File: config.mk
export PLATFORM = sky130hd
export DESIGN_NAME = fir_mul_arbiter_flat
export DESIGN_NICKNAME = d
export VERILOG_FILES = /design/src/rtl/fir_mul_arbiter_if.sv /design/src/rtl/fir_mul_arbiter.sv /design/src/flat_wrapper.sv
export SDC_FILE = /design/constraint.sdc
export NUM_CORES = 2
export LEC_CHECK = 0
export ABC_CLOCK_PERIOD_IN_PS = 9200
export BUFFER_PORTS_ARGS = -buffer_cell sky130_fd_sc_hd__buf_4
export CAP_MARGIN = 20
export CORE_AREA = 2 2 240 242
export DETAILED_ROUTE_END_ITERATION = 16
export DIE_AREA = 0 0 242 244
export PLACE_DENSITY = 0.75
export SLEW_MARGIN = 10
export SYNTH_ARGS = -nofsm -noshare
export SYNTH_HDL_FRONTEND = slang
export SYNTH_SLANG_ARGS = --single-unit
File: constraint.sdc
create_clock -name clock -period 9.2 [get_ports clock]
set_input_delay 0 -clock clock [delete_from_list [all_inputs] [get_ports clock]]
set_output_delay 0 -clock clock [all_outputs]
set_load 0.005 [all_outputs]
File: src/rtl/fir_mul_arbiter_if.sv
// Bundle of requester, grant and result signals for the shared FIR multiplier.
// The master side is the filter bank; the slave side is the arbiter.
interface fir_mul_arbiter_if #(
  parameter int NUM_REQ    = 4,
  parameter int DATA_WIDTH = 32,
  parameter int ID_W       = 3
);
  logic [NUM_REQ-1:0]            req;
  logic [NUM_REQ-1:0]            lock;
  logic [NUM_REQ*DATA_WIDTH-1:0] a_in;
  logic [NUM_REQ*DATA_WIDTH-1:0] b_in;
  logic [NUM_REQ-1:0]            gnt;
  logic [DATA_WIDTH-1:0]         result;
  logic [ID_W-1:0]               result_id;
  logic                          result_valid;
  logic                          result_ready;

  modport master (
    output req, lock, a_in, b_in, result_ready,
    input  gnt, result, result_id, result_valid
  );

  modport slave (
    input  req, lock, a_in, b_in, result_ready,
    output gnt, result, result_id, result_valid
  );
endinterface

File: src/rtl/fir_mul_arbiter.sv
// Round-robin arbiter with optional per-sweep lock, sharing one 2-stage Q-format
// signed multiplier between FIR requesters. Define FIR_MUL_SATURATE_EN to saturate.
module fir_mul_arbiter #(
  parameter int NUM_REQ    = 4,
  parameter int DATA_WIDTH = 32,
  parameter int FRAC_BITS  = 10,
  parameter int ID_W       = 3
) (
  input  logic             clock,
  input  logic             reset,
  fir_mul_arbiter_if.slave bus
);

  typedef enum logic {MODE_RR, MODE_LOCKED} mode_t;

  mode_t                   mode_q, mode_d;
  logic [ID_W-1:0]         owner_q, owner_d;
  logic [ID_W-1:0]         ptr_q, ptr_d;

  logic                    stall;
  logic                    xfer;
  logic                    lock_sel;
  logic [NUM_REQ-1:0]      gnt;
  logic [ID_W-1:0]         gnt_idx;
  logic [DATA_WIDTH-1:0]   sel_a, sel_b;

  logic                    s1_valid;
  logic signed [DATA_WIDTH-1:0] s1_a, s1_b;
  logic [ID_W-1:0]         s1_id;
  logic                    s2_valid;
  logic [DATA_WIDTH-1:0]   s2_result;
  logic [ID_W-1:0]         s2_id;

  logic signed [2*DATA_WIDTH-1:0] prod, shifted;
  logic [DATA_WIDTH-1:0]          scaled;

  assign stall = s2_valid & ~bus.result_ready;

  // Grant: locked owner wins outright; otherwise nearest requester at or after ptr.
  always_comb begin
    int best_d;
    int d;
    // NOTE: every combinational output gets a default first so no path infers a latch.
    gnt     = '0;
    gnt_idx = '0;
    best_d  = NUM_REQ;
    d       = 0;
    if (!reset && !stall) begin
      if (mode_q == MODE_LOCKED) begin
        for (int i = 0; i < NUM_REQ; i++) gnt[i] = (ID_W'(i) == owner_q);
        gnt_idx = owner_q;
      end else begin
        for (int i = 0; i < NUM_REQ; i++) begin
          d = (i + NUM_REQ - int'(ptr_q)) % NUM_REQ;
          if (bus.req[i] && d < best_d) begin
            best_d  = d;
            gnt_idx = ID_W'(i);
          end
        end
        if (best_d < NUM_REQ) begin
          for (int i = 0; i < NUM_REQ; i++) gnt[i] = (ID_W'(i) == gnt_idx);
        end
      end
    end
  end

  always_comb begin
    sel_a    = '0;
    sel_b    = '0;
    lock_sel = 1'b0;
    for (int i = 0; i < NUM_REQ; i++) begin
      if (gnt[i]) begin
        sel_a    = bus.a_in[i*DATA_WIDTH +: DATA_WIDTH];
        sel_b    = bus.b_in[i*DATA_WIDTH +: DATA_WIDTH];
        lock_sel = bus.lock[i];
      end
    end
  end

  assign xfer = |(bus.req & gnt);

  always_comb begin
    mode_d  = mode_q;
    owner_d = owner_q;
    ptr_d   = ptr_q;
    if (xfer) begin
      if (lock_sel) begin
        mode_d  = MODE_LOCKED;
        owner_d = gnt_idx;
      end else begin
        mode_d = MODE_RR;
        ptr_d  = (gnt_idx == ID_W'(NUM_REQ - 1)) ? '0 : gnt_idx + 1'b1;
      end
    end
  end

  always_ff @(posedge clock or posedge reset) begin
    if (reset) begin
      mode_q  <= MODE_RR;
      owner_q <= '0;
      ptr_q   <= '0;
    end else begin
      // NOTE: sequential state uses non-blocking assignments so all registers update together.
      mode_q  <= mode_d;
      owner_q <= owner_d;
      ptr_q   <= ptr_d;
    end
  end

  assign prod    = (2*DATA_WIDTH)'(s1_a) * (2*DATA_WIDTH)'(s1_b);
  assign shifted = prod >>> FRAC_BITS;

`ifdef FIR_MUL_SATURATE_EN
  // In range only when every bit above the result sign bit matches it.
  always_comb begin
    if (&shifted[2*DATA_WIDTH-1:DATA_WIDTH-1] || ~|shifted[2*DATA_WIDTH-1:DATA_WIDTH-1])
      scaled = shifted[DATA_WIDTH-1:0];
    else if (shifted[2*DATA_WIDTH-1])
      scaled = {1'b1, {(DATA_WIDTH-1){1'b0}}};
    else
      scaled = {1'b0, {(DATA_WIDTH-1){1'b1}}};
  end
`else
  assign scaled = DATA_WIDTH'(shifted);
`endif

  // Both stages freeze together while the consumer back-pressures.
  always_ff @(posedge clock or posedge reset) begin
    if (reset) begin
      s1_valid  <= 1'b0;
      s1_a      <= '0;
      s1_b      <= '0;
      s1_id     <= '0;
      s2_valid  <= 1'b0;
      s2_result <= '0;
      s2_id     <= '0;
    end else if (!stall) begin
      s1_valid <= xfer;
      if (xfer) begin
        s1_a  <= sel_a;
        s1_b  <= sel_b;
        s1_id <= gnt_idx;
      end
      s2_valid <= s1_valid;
      if (s1_valid) begin
        s2_result <= scaled;
        s2_id     <= s1_id;
      end
    end
  end

  assign bus.gnt          = gnt;
  assign bus.result       = s2_result;
  assign bus.result_id    = s2_id;
  assign bus.result_valid = s2_valid;

endmodule

File: src/flat_wrapper.sv
// flat-port wrapper written by rule: the top's interface ports become plain ports
module fir_mul_arbiter_flat 
#(
  parameter int NUM_REQ    = 4,
  parameter int DATA_WIDTH = 32,
  parameter int FRAC_BITS  = 10,
  parameter int ID_W       = 3
)
  (clock, reset, bus_req, bus_lock, bus_a_in, bus_b_in, bus_result_ready, bus_gnt, bus_result, bus_result_id, bus_result_valid);
  fir_mul_arbiter_if #(.NUM_REQ(NUM_REQ), .DATA_WIDTH(DATA_WIDTH), .ID_W(ID_W)) bus_i ();
  input  logic clock;
  input  logic reset;
  input wire logic [$bits(bus_i.req)-1:0] bus_req;
  input wire logic [$bits(bus_i.lock)-1:0] bus_lock;
  input wire logic [$bits(bus_i.a_in)-1:0] bus_a_in;
  input wire logic [$bits(bus_i.b_in)-1:0] bus_b_in;
  input wire logic [$bits(bus_i.result_ready)-1:0] bus_result_ready;
  output wire logic [$bits(bus_i.gnt)-1:0] bus_gnt;
  output wire logic [$bits(bus_i.result)-1:0] bus_result;
  output wire logic [$bits(bus_i.result_id)-1:0] bus_result_id;
  output wire logic [$bits(bus_i.result_valid)-1:0] bus_result_valid;
  assign bus_i.req = bus_req;
  assign bus_i.lock = bus_lock;
  assign bus_i.a_in = bus_a_in;
  assign bus_i.b_in = bus_b_in;
  assign bus_i.result_ready = bus_result_ready;
  assign bus_gnt = bus_i.gnt;
  assign bus_result = bus_i.result;
  assign bus_result_id = bus_i.result_id;
  assign bus_result_valid = bus_i.result_valid;
  fir_mul_arbiter #(.NUM_REQ(NUM_REQ), .DATA_WIDTH(DATA_WIDTH), .FRAC_BITS(FRAC_BITS), .ID_W(ID_W)) u_core (.clock(clock), .reset(reset), .bus(bus_i));
endmodule
==> out/metrics.cfg <==
[status]
status=completed

[yosys]
ys.flop_type=dfrtp_1
synth-async-reset-ratio_pct=100.0
synth.distinct_cells=64
synthMuxAreaShare_pct=3.250
yosysSeqAreaShare_pct=9.019
synth_edf_count=0
synth-xor-area-share_pct=2.275
syn-num-nets=4416
ys_ff_latch=111
ys_warn_count=0
syn_inst=3288
syn_area_um2=30800
synth_compound_area_share_pct=6.996
synth_area_per_cell_um2=9.366
synthAdderAreaFrac_pct=51.90
synthSimpleGateAreaFrac_pct=14.45
synth_top_family_by_area=adder cells

[die]
pin_count=307
core_area_um2=56170
start_util_pct=54.83
num_rows=87
die_w_um=242
die_h_um=244
die_area_um2=59050

[layout]
final_common_cell=inv_1
syn2layout_area_growth_pct=13.12
finish.utilization_pct=62.02
drive_above_1_share_pct=13.22
final_cell_mix=772 x inv_1, 694 x fa_1, 515 x nand2_1
fin_nets=4677

[placement]
io_buffer_count=306
hpwl_um=74310
routabilityCongestion=0.9274

[cts]
cts_tree=yes
cts_root_buf=clkbuf_16
cts_num_sinks=111
ctsHoldBuffers=80
clock_latency_ns=0.40
cts_resized=0
htreeDepth=3
path_clk_slew_ns=0.09
numCtsBuffers=9
clockBufferDepth=2
cts_setup_buffers=0

[timing]
max_freq_ghz=0.1208
slew_headroom_pct=23.41
tightest_slew_ns=1.149
rsz0062_at_grt=false
setup_viol=0
final_max_slew_viol_count=0
fin_skew_ns=0.01819
hold_viol=0
finalCritPeriodShare_pct=89.97
tns_ns=0
finalCriticalPeriod_ns=8.277

[job]
maxCapViolCount=0

[routing]
routed_wl_um=89840
drt-pass1-iter-count=5
viasPerCell=5.497
vias=23699
drc=0
drt_iter0_markers=1569
wire_per_inst_um=20.84
ant_nets=0

[setup_path]
cp_common_cell=fa_1
path_delay_family=adder cells
required_ns=9.53
end_kind=flop
cp_cell_sequence=buf_4 -> nand2_1 -> fa_1 -> inv_1 -> fa_1 -> fa_1 -> fa_1 -> fa_1 -> inv_1 -> fa_1 -> fa_1 -> fa_1 -> inv_1 -> ha_1 -> nand3_1 -> nor3_1 -> o311ai_0 -> o21ai_0 -> a21oi_1 -> o21bai_1 -> a21oi_1 -> or4_1 -> nand3_1
slowest_delay_ns=0.97
worstSetupPathType=flop to flop
worstPathMaxFanout=20
slowest_stage=dfrtp_1
arrival_ns=8.61
cp-start-kind=flop
crit_buf_inv=4

[grt]
grt_pass1_wl_um=144100
grt_max_degree=67
grt_usage_pct=31.83
grt_antenna_before_repair=3
globalRoute.totalOverflow=0
grt_pass1_vias=26189

[worst_hold_path]
hold_class=input port to flop

[logic make-up (layout without fill, tap and decap cells)]
kind of cell / count (synthesis) / after routing
mux: 73 / 73
compound gates: 271 / 271
buf+inv: 970 / 1236
xor+xnor: 80 / 80
fa+ha+maj: 861 / 861
other cells: 0 / 1
simple gates: 922 / 922
flops: 111 / 111
[per-stage QoR]
stage / area (µm²) / instances / hold WS, ns / setup slack [ns]
CTS: 34820 / 4309 / 0.001428 / 0.9366
floorplan: 30800 / 3288 / 0.1459 / 1.843
detailed placement: 33690 / 4213 / 0.1815 / 1.004
global placement: 33690 / 4213 / 0.1803 / 1.109
global route: 34840 / 4311 / 0.01437 / 0.5075
finish: 34840 / 4311 / 0.01806 / 0.9231
[area by class of cell]
class / instances / area, µm²
Tap cell: 756 / 945.9
Inverter: 774 / 2908
Timing Repair Buffer: 446 / 3568
Clock inverter: 7 / 101.3
Clock buffer: 9 / 225.2
Multi-Input combinational cell: 2207 / 24310
Fill cell: 4703 / 21330
Sequential cell: 111 / 2778
Antenna cell: 1 / 2.502
[cell usage after synthesis, types with 5 or more instances]
cell,instances,share of area [%]
a211o_1,6,0.17
ha_1,167,6.8
xnor2_1,63,1.8
o21bai_1,6,0.15
nand3_1,9,0.15
dfrtp_1,111,9.0
fa_1,694,45
a211oi_1,6,0.15
o21ai_0,46,0.75
nor3_1,9,0.15
nor3b_1,6,0.15
nand2b_1,11,0.22
xor2_1,17,0.48
a22o_1,64,1.8
buf_6,9,0.33
mux2_4,49,2.4
inv_1,773,9.4
nor2b_1,10,0.20
a21o_1,9,0.22
nor2_1,18,0.22
mux2_2,20,0.73
and2_1,318,6.5
nand2_1,517,6.3
clkbuf_1,170,2.1
buf_2,17,0.28
a221o_1,64,2.1
o211ai_1,5,0.12
a21oi_1,29,0.47
[registers in the layout, indices dropped and copies added, names as in the netlist]
signal,flops
u_core.ptr_q,3
u_core.s1_id,3
u_core.bus.result,32
u_core.s1_a,32
u_core.bus.result_id,3
u_core.bus.result_valid,1
u_core.s1_valid,1
u_core.mode_q,1
u_core.s1_b,32
u_core.owner_q,3
[worst paths after layout]
path	from	to	slack (ns)	cells after the start
max in group asynchronous	reset	u_core.s1_a[16]	7.61	4
hold reg to reg	u_core.bus.result[8]	u_core.bus.result[8]	0.49	2
min in group asynchronous	reset	u_core.bus.result_id[2]	0.29	3
setup reg to reg	u_core.s1_b[9]	u_core.bus.result[15]	0.92	23
setup / recovery	u_core.s1_b[9]	u_core.bus.result[15]	0.92	23
hold / removal	bus_b_in[59]	u_core.s1_b[27]	0.02	3
[routing by layer]
| layer | vias up | GRT usage (%) | routed length [µm] |
|---|---|---|---|
| met5 | - | 0 | 13 |
| met1 | 12139 | 37.84 | 32860 |
| met3 | 260 | 5.849 | 6810 |
| met2 | 1030 | 52.76 | 42780 |
| li1 | 10268 | - | - |
| met4 | 2 | 22.13 | 7369 |
[worst reg2reg max path, delay by kind of cell (launching register included)]
family,cells,cell delay [ns]
buf+inv,4,0.51
fa+ha+maj,9,4.38
compound gates,5,1.44
flops,1,0.97
simple gates,5,0.92
Power is not shown: default switching activity piles up to over one toggle a cycle in this logic, so the estimate is an artifact.
